--- config.mk ---
export PLATFORM = sky130hd
export DESIGN_NAME = magnetron_ctrl
export DESIGN_NICKNAME = d
export VERILOG_FILES = /design/src/rtl/magnetron_ctrl.sv
export SDC_FILE = /design/constraint.sdc
export NUM_CORES = 1
export LEC_CHECK = 0
export ABC_CLOCK_PERIOD_IN_PS = 3100
export BUFFER_PORTS_ARGS = -buffer_cell sky130_fd_sc_hd__buf_2
export CAP_MARGIN = 15
export CORE_UTILIZATION = 50
export CTS_BUF_LIST = sky130_fd_sc_hd__clkbuf_8
export DETAILED_ROUTE_END_ITERATION = 8
export PLACE_DENSITY_LB_ADDON = 0.15
export SYNTH_ARGS = -nofsm -noshare
export SYNTH_HDL_FRONTEND = slang
export SYNTH_SLANG_ARGS = --single-unit
--- constraint.sdc ---
create_clock -name clock -period 3.1 [get_ports clock]
set_clock_uncertainty 0.15 [all_clocks]
set_input_delay 0.62 -clock clock [delete_from_list [all_inputs] [get_ports clock]]
set_output_delay 0.62 -clock clock [all_outputs]
set_load 0.005 [all_outputs]
--- src/rtl/magnetron_ctrl.sv ---
// magnetron_ctrl: microwave magnetron sequencer (IDLE/RUN/PAUSE/DONE) with framed duty-cycle drive.
// Optional door debounce filter: define MAGNETRON_DOOR_DEBOUNCE_EN. Rev 1.0
`default_nettype none

module magnetron_ctrl #(
   parameter int POWER_W         = 3,
   parameter int DEBOUNCE_CYCLES = 4
) (
   input  logic               clock,
   input  logic               resetn,
   input  logic               startn,
   input  logic               stopn,
   input  logic               clearn,
   input  logic               door_closed,
   input  logic               timer_done,
   input  logic               tick,
   input  logic [POWER_W-1:0] power_level,
   output logic               mag_on,
   output logic [1:0]         state,
   output logic               done_pulse
);

   typedef enum logic [1:0] {
      IDLE  = 2'b00,
      RUN   = 2'b01,
      PAUSE = 2'b10,
      DONE  = 2'b11
   } state_t;

   state_t             state_q, state_d;
   logic [POWER_W-1:0] cnt_q, cnt_d;
   logic [POWER_W-1:0] duty_q, duty_d;
   logic               mag_on_q, mag_on_d;
   logic               done_pulse_q, done_pulse_d;
   logic               door_ok;

`ifdef MAGNETRON_DOOR_DEBOUNCE_EN
   localparam int DB_W = $clog2(DEBOUNCE_CYCLES + 1);

   logic            filt_q, filt_d;
   logic [DB_W-1:0] db_cnt_q, db_cnt_d;

   // Filtered door flips only after DEBOUNCE_CYCLES consecutive disagreeing samples.
   always_comb begin
      filt_d   = filt_q;
      db_cnt_d = '0;
      if (door_closed != filt_q) begin
         if (db_cnt_q == DB_W'(DEBOUNCE_CYCLES - 1)) begin
            filt_d = door_closed;
         end else begin
            db_cnt_d = db_cnt_q + 1'b1;
         end
      end
   end

   always_ff @(posedge clock) begin
      if (!resetn) begin
         filt_q   <= 1'b0;
         db_cnt_q <= '0;
      end else begin
         filt_q   <= filt_d;
         db_cnt_q <= db_cnt_d;
      end
   end

   assign door_ok = filt_q;
`else
   if (DEBOUNCE_CYCLES < 1) begin : g_no_filter
   end
   assign door_ok = door_closed;
`endif

   // Highest-priority active event wins, even when it has no effect in the current state.
   always_comb begin
      state_d = state_q;
      if (!clearn) begin
         state_d = IDLE;
      end else if (!door_ok) begin
         if (state_q == RUN)       state_d = PAUSE;
         else if (state_q == DONE) state_d = IDLE;
      end else if (!stopn) begin
         if (state_q == RUN)        state_d = PAUSE;
         else if (state_q == PAUSE) state_d = IDLE;
      end else if (timer_done && (state_q == RUN)) begin
         state_d = DONE;
      end else if (!startn) begin
         if ((state_q == IDLE) || (state_q == PAUSE)) state_d = RUN;
      end
   end

   always_comb begin
      cnt_d  = cnt_q;
      duty_d = duty_q;
      if ((state_d == RUN) && (state_q != RUN)) begin
         cnt_d  = '0;
         duty_d = power_level;
      end else if ((state_d == RUN) && tick) begin
         cnt_d = cnt_q + 1'b1;
         if (cnt_q == '1) begin
            duty_d = power_level;
         end
      end
      mag_on_d     = (state_d == RUN) && ((&duty_d) || (cnt_d < duty_d));
      done_pulse_d = (state_d == DONE) && (state_q != DONE);
   end

   always_ff @(posedge clock) begin
      if (!resetn) begin
         state_q      <= IDLE;
         cnt_q        <= '0;
         duty_q       <= '0;
         mag_on_q     <= 1'b0;
         done_pulse_q <= 1'b0;
      end else begin
         state_q      <= state_d;
         cnt_q        <= cnt_d;
         duty_q       <= duty_d;
         mag_on_q     <= mag_on_d;
         done_pulse_q <= done_pulse_d;
      end
   end

   assign state      = state_q;
   assign mag_on     = mag_on_q;
   assign done_pulse = done_pulse_q;

endmodule

`default_nettype wire

==> flow_metrics.py <==
metrics = {
    "setup_path": {
        "worst_path_dominant_cell_family": "compound AO/OA/AOI/OAI gates",
        "endpoint_kind": "flop",
        "path_max_fanout": 6,
        "classification_of_the_worst_setup_path": "flop to flop",
        "path_common_cell": "sky130_fd_sc_hd__ha_1",
        "start_kind": "flop",
        "worst_ep_required_ns": 3.09,
        "wp_data_arrival_ns": 2.98,
        "cp_slowest_stage_delay_ns": 0.37,
        "crit_chain": "inv_1 > ha_1 > o21bai_1 > a41oi_2 > buf_4 > o221ai_4 > mux2i_1 > ha_1 > a221o_1 > o2111a_1 > a2111oi_2",
        "critical_path_buffer_and_inverter_count": 2,
        "critical_path_slowest_stage_cell": "sky130_fd_sc_hd__dfxtp_2",
    },
    "route": {
        "via_count": 630,
        "detail_route.wl_per_cell_um": 13.4,
        "detail_route.vias_per_cell": 5.68,
        "ant_nets": 0,
        "detailedRoute.firstIterationViolations": 7,
        "drc": 0,
        "first_pass_iters": 4,
        "drt-total-wl_mm": 1.49,
    },
    "floorplanning": {
        "core_region_area_mm2": 0.00132,
        "fp.dieH_um": 39.9,
        "start_util_pct": 54.5,
        "floorplan.die_area_mm2": 0.00159,
        "die_extent_in_x_um": 39.9,
        "placementRows": 13,
        "design.portCount": 15,
    },
    "clock_tree": {
        "clock_root_buffer_master": "sky130_fd_sc_hd__clkbuf_8",
        "cts_hold_repair.buffers": 0,
        "cts_buffer_depth": 2,
        "tritoncts": "built",
        "clock_latency_reported_for_the_late_side_of_the_worst_skew_pair_ns": 0.24,
        "h_tree_levels": 1,
        "clkTransAtPathRegs_ns": 0.05,
        "clock_sinks": 10,
        "clock_buffer_count_from_cts": 3,
    },
    "global_route": {
        "grt_pass1_wl_mm": 2.06,
        "globalRouteOverflowTotal": 0,
        "grt_antenna_before_repair": 0,
        "globalRouteTotalUtil_pct": 20.5,
        "pin_count_of_the_biggest_net_entering_global_routing": 9,
        "grt_pass1_vias": 515,
    },
    "placed_design": {
        "placedInstanceArea_um2": 833,
        "finalWeightedCongestion": 0.741,
        "io_port_bufs": 14,
        "dp.final_hpwl_mm": 1.09,
    },
    "pwr": {
        "power_frac_clock_pct": 47.9,
        "powerDensity_mw_per_mm2": 379,
        "power.net_switching_uw": 80.7,
        "power_switching_share_pct": 23.3,
        "combPwrFrac_pct": 13.6,
        "seq_power_share_pct": 38.5,
        "power.leakage_uw": 0.000413,
        "ir_worst_vdd_v": 0.000287,
        "totalPowerFinal_uw": 347,
        "intPower_uw": 266,
    },
    "timing": {
        "minimum_hold_slack_ns": 0.398,
        "report.final.hold_viol_count": 0,
        "report.final.slew_viol_count": 0,
        "highest_attainable_clock_frequency_mhz": 335,
        "worstMarginPinSlew_ns": 0.449,
        "layout_min_cycle_time_ns": 2.99,
        "final.period_utilization_pct": 96.3,
        "report.final.setup_viol": 0,
        "finalSetupTns_ns": 0,
        "slew-limit-headroom_pct": 69.8,
    },
    "job": {
        "max_cap_viol_count": 0,
    },
    "finish": {
        "final.fill_count": 110,
        "syn2layout_area_growth_pct": 27.4,
        "postLayoutCellArea_um2": 915,
        "final_util_pct": 69.4,
        "number_of_diodes_added_for_antenna_fixing": 0,
        "nets": 118,
        "fraction_of_final_layout_cells_with_drive_strength_greater_than_1_pct": 37.5,
    },
    "synth": {
        "ys.flop_type": "sky130_fd_sc_hd__dfxtp_1",
        "synth.avg_cell_area_um2": 9.84,
        "synth_nets": 94,
        "yosys_register_bits": 10,
        "synth_enable_flop_cells": 0,
        "synth-async-reset-ratio_pct": 0,
        "synth_instances": 73,
        "synthDistinctLibCells": 31,
        "synth.yosys.seq_area_share_pct": 27.9,
        "mappedNetlistArea_um2": 718,
        "synth.yosys.warnings": 0,
    },
    "run_status": {
        "outcome": "finished, final reports clean",
    },
    "hold_path": {
        "worstHoldPathType": "flop to flop",
    },
}
==> cells by family (layout without fill, tap and decap cells) <==
kind of cell | Yosys count | after routing | synth area share (%)
AND/OR/NAND/NOR | 22 | 22 | 17.1
buffers and inverters | 7 | 30 | 4.70
flip-flops | 10 | 10 | 27.9
XOR/XNOR | 1 | 1 | 1.22
adder cells (fa/ha/maj) | 10 | 10 | 17.4
multiplexers | 3 | 3 | 4.18
AO/OA/AOI/OAI | 20 | 20 | 27.5
==> worst reg2reg max path: stages (launching register included) <==
cell                        delay [ns]
sky130_fd_sc_hd__dfxtp_2          0.37
sky130_fd_sc_hd__inv_1            0.09
sky130_fd_sc_hd__ha_1             0.20
sky130_fd_sc_hd__o21bai_1         0.16
sky130_fd_sc_hd__a41oi_2          0.15
sky130_fd_sc_hd__buf_4            0.18
sky130_fd_sc_hd__o221ai_4         0.23
sky130_fd_sc_hd__mux2i_1          0.30
sky130_fd_sc_hd__ha_1             0.28
sky130_fd_sc_hd__a221o_1          0.33
sky130_fd_sc_hd__o2111a_1         0.13
sky130_fd_sc_hd__a2111oi_2        0.31
==> cell type report <==
cell class	count	area, um^2	share of cell area, %
clock buffers	4	55.1	6.02
inverters	6	22.5	2.46
multi-input cells	56	500	54.7
flip-flops and latches	10	203	22.2
well taps	15	18.8	2.05
repair buffers	20	115	12.6
==> placed cells by master (no fill, tap or decap), types with 2 or more instances in the layout <==
cell and instances:
sky130_fd_sc_hd__and2_1 2, sky130_fd_sc_hd__buf_2 14, sky130_fd_sc_hd__buf_4 6, sky130_fd_sc_hd__clkbuf_8 4, sky130_fd_sc_hd__dfxtp_1 8, sky130_fd_sc_hd__dfxtp_2 2
sky130_fd_sc_hd__ha_1 9, sky130_fd_sc_hd__inv_1 6, sky130_fd_sc_hd__mux2i_1 2, sky130_fd_sc_hd__nand2_1 4, sky130_fd_sc_hd__nand2b_1 2, sky130_fd_sc_hd__nor2_1 4
sky130_fd_sc_hd__nor2b_1 4, sky130_fd_sc_hd__o21a_1 2, sky130_fd_sc_hd__o21ai_0 2, sky130_fd_sc_hd__o21bai_1 2, sky130_fd_sc_hd__o31a_1 2, sky130_fd_sc_hd__or2_1 2
==> flip-flops by register name (all words and copies together) (netlist names) <==
signal      flops
done_pulse      1
cnt_q           3
state           2
mag_on          1
duty_q          3
==> what timing repair did <==
action                     4_1_cts  5_1_grt
gates resized for setup          0        6
hold endpoints to repair         0        0
setup buffers                    0        1
setup endpoints to repair        0        1
==> power by group through the flow <==
stage	logic, uW	registers, uW	clock network, uW
detailed placement	42.2	136	0
global placement	41.5	135	0
floorplan	23.4	136	0
finish	47.3	133	166
global route	51.6	134	175
CTS	42.3	133	170
==> synth_stat cells (2+ instances only) <==
library cell               instances  area (um^2)
sky130_fd_sc_hd__and2_1            2         12.5
sky130_fd_sc_hd__dfxtp_1          10          200
sky130_fd_sc_hd__ha_1             10          125
sky130_fd_sc_hd__inv_1             6         22.5
sky130_fd_sc_hd__mux2i_1           3         30.0
sky130_fd_sc_hd__nand2_1           4         15.0
sky130_fd_sc_hd__nand2b_1          2         12.5
sky130_fd_sc_hd__nor2_1            4         15.0
sky130_fd_sc_hd__nor2b_1           4         25.0
sky130_fd_sc_hd__o21a_1            2         15.0
sky130_fd_sc_hd__o21ai_0           3         15.0
sky130_fd_sc_hd__o21bai_1          2         15.0
sky130_fd_sc_hd__o31a_1            2         17.5
sky130_fd_sc_hd__or2_1             2         12.5
==> layer usage <==
layer | vias up | GRT usage (%) | share of wire, %
li1 | 312 | - | -
met1 | 283 | 23.1 | 44
met2 | 23 | 32.7 | 47
met3 | 12 | 5.11 | 5.4
met4 | 0 | 15.5 | 3.6
met5 | - | 0 | 0
==> worst paths after layout <==
| path | from | to | slack, ns | cells after the start |
|---|---|---|---|---|
| max | state[0]$_SDFF_PN0_ | mag_on$_SDFF_PN0_ | 0.11 | 11 |
| min | cnt_q[0]$_SDFF_PN0_ | cnt_q[0]$_SDFF_PN0_ | 0.40 | 2 |
| max reg2reg | state[0]$_SDFF_PN0_ | mag_on$_SDFF_PN0_ | 0.11 | 11 |
| min reg2reg | cnt_q[0]$_SDFF_PN0_ | cnt_q[0]$_SDFF_PN0_ | 0.40 | 2 |
==> metrics by stage <==
step,instances,setup slack [ns]
after global placement,106,0.0503
after CTS,110,0.0233
final,111,0.114
after detailed placement,106,0.0318
after floorplan,73,0.0156
after global routing,111,-0.0174
No activity file was read; power rests on OpenSTA's default activity.
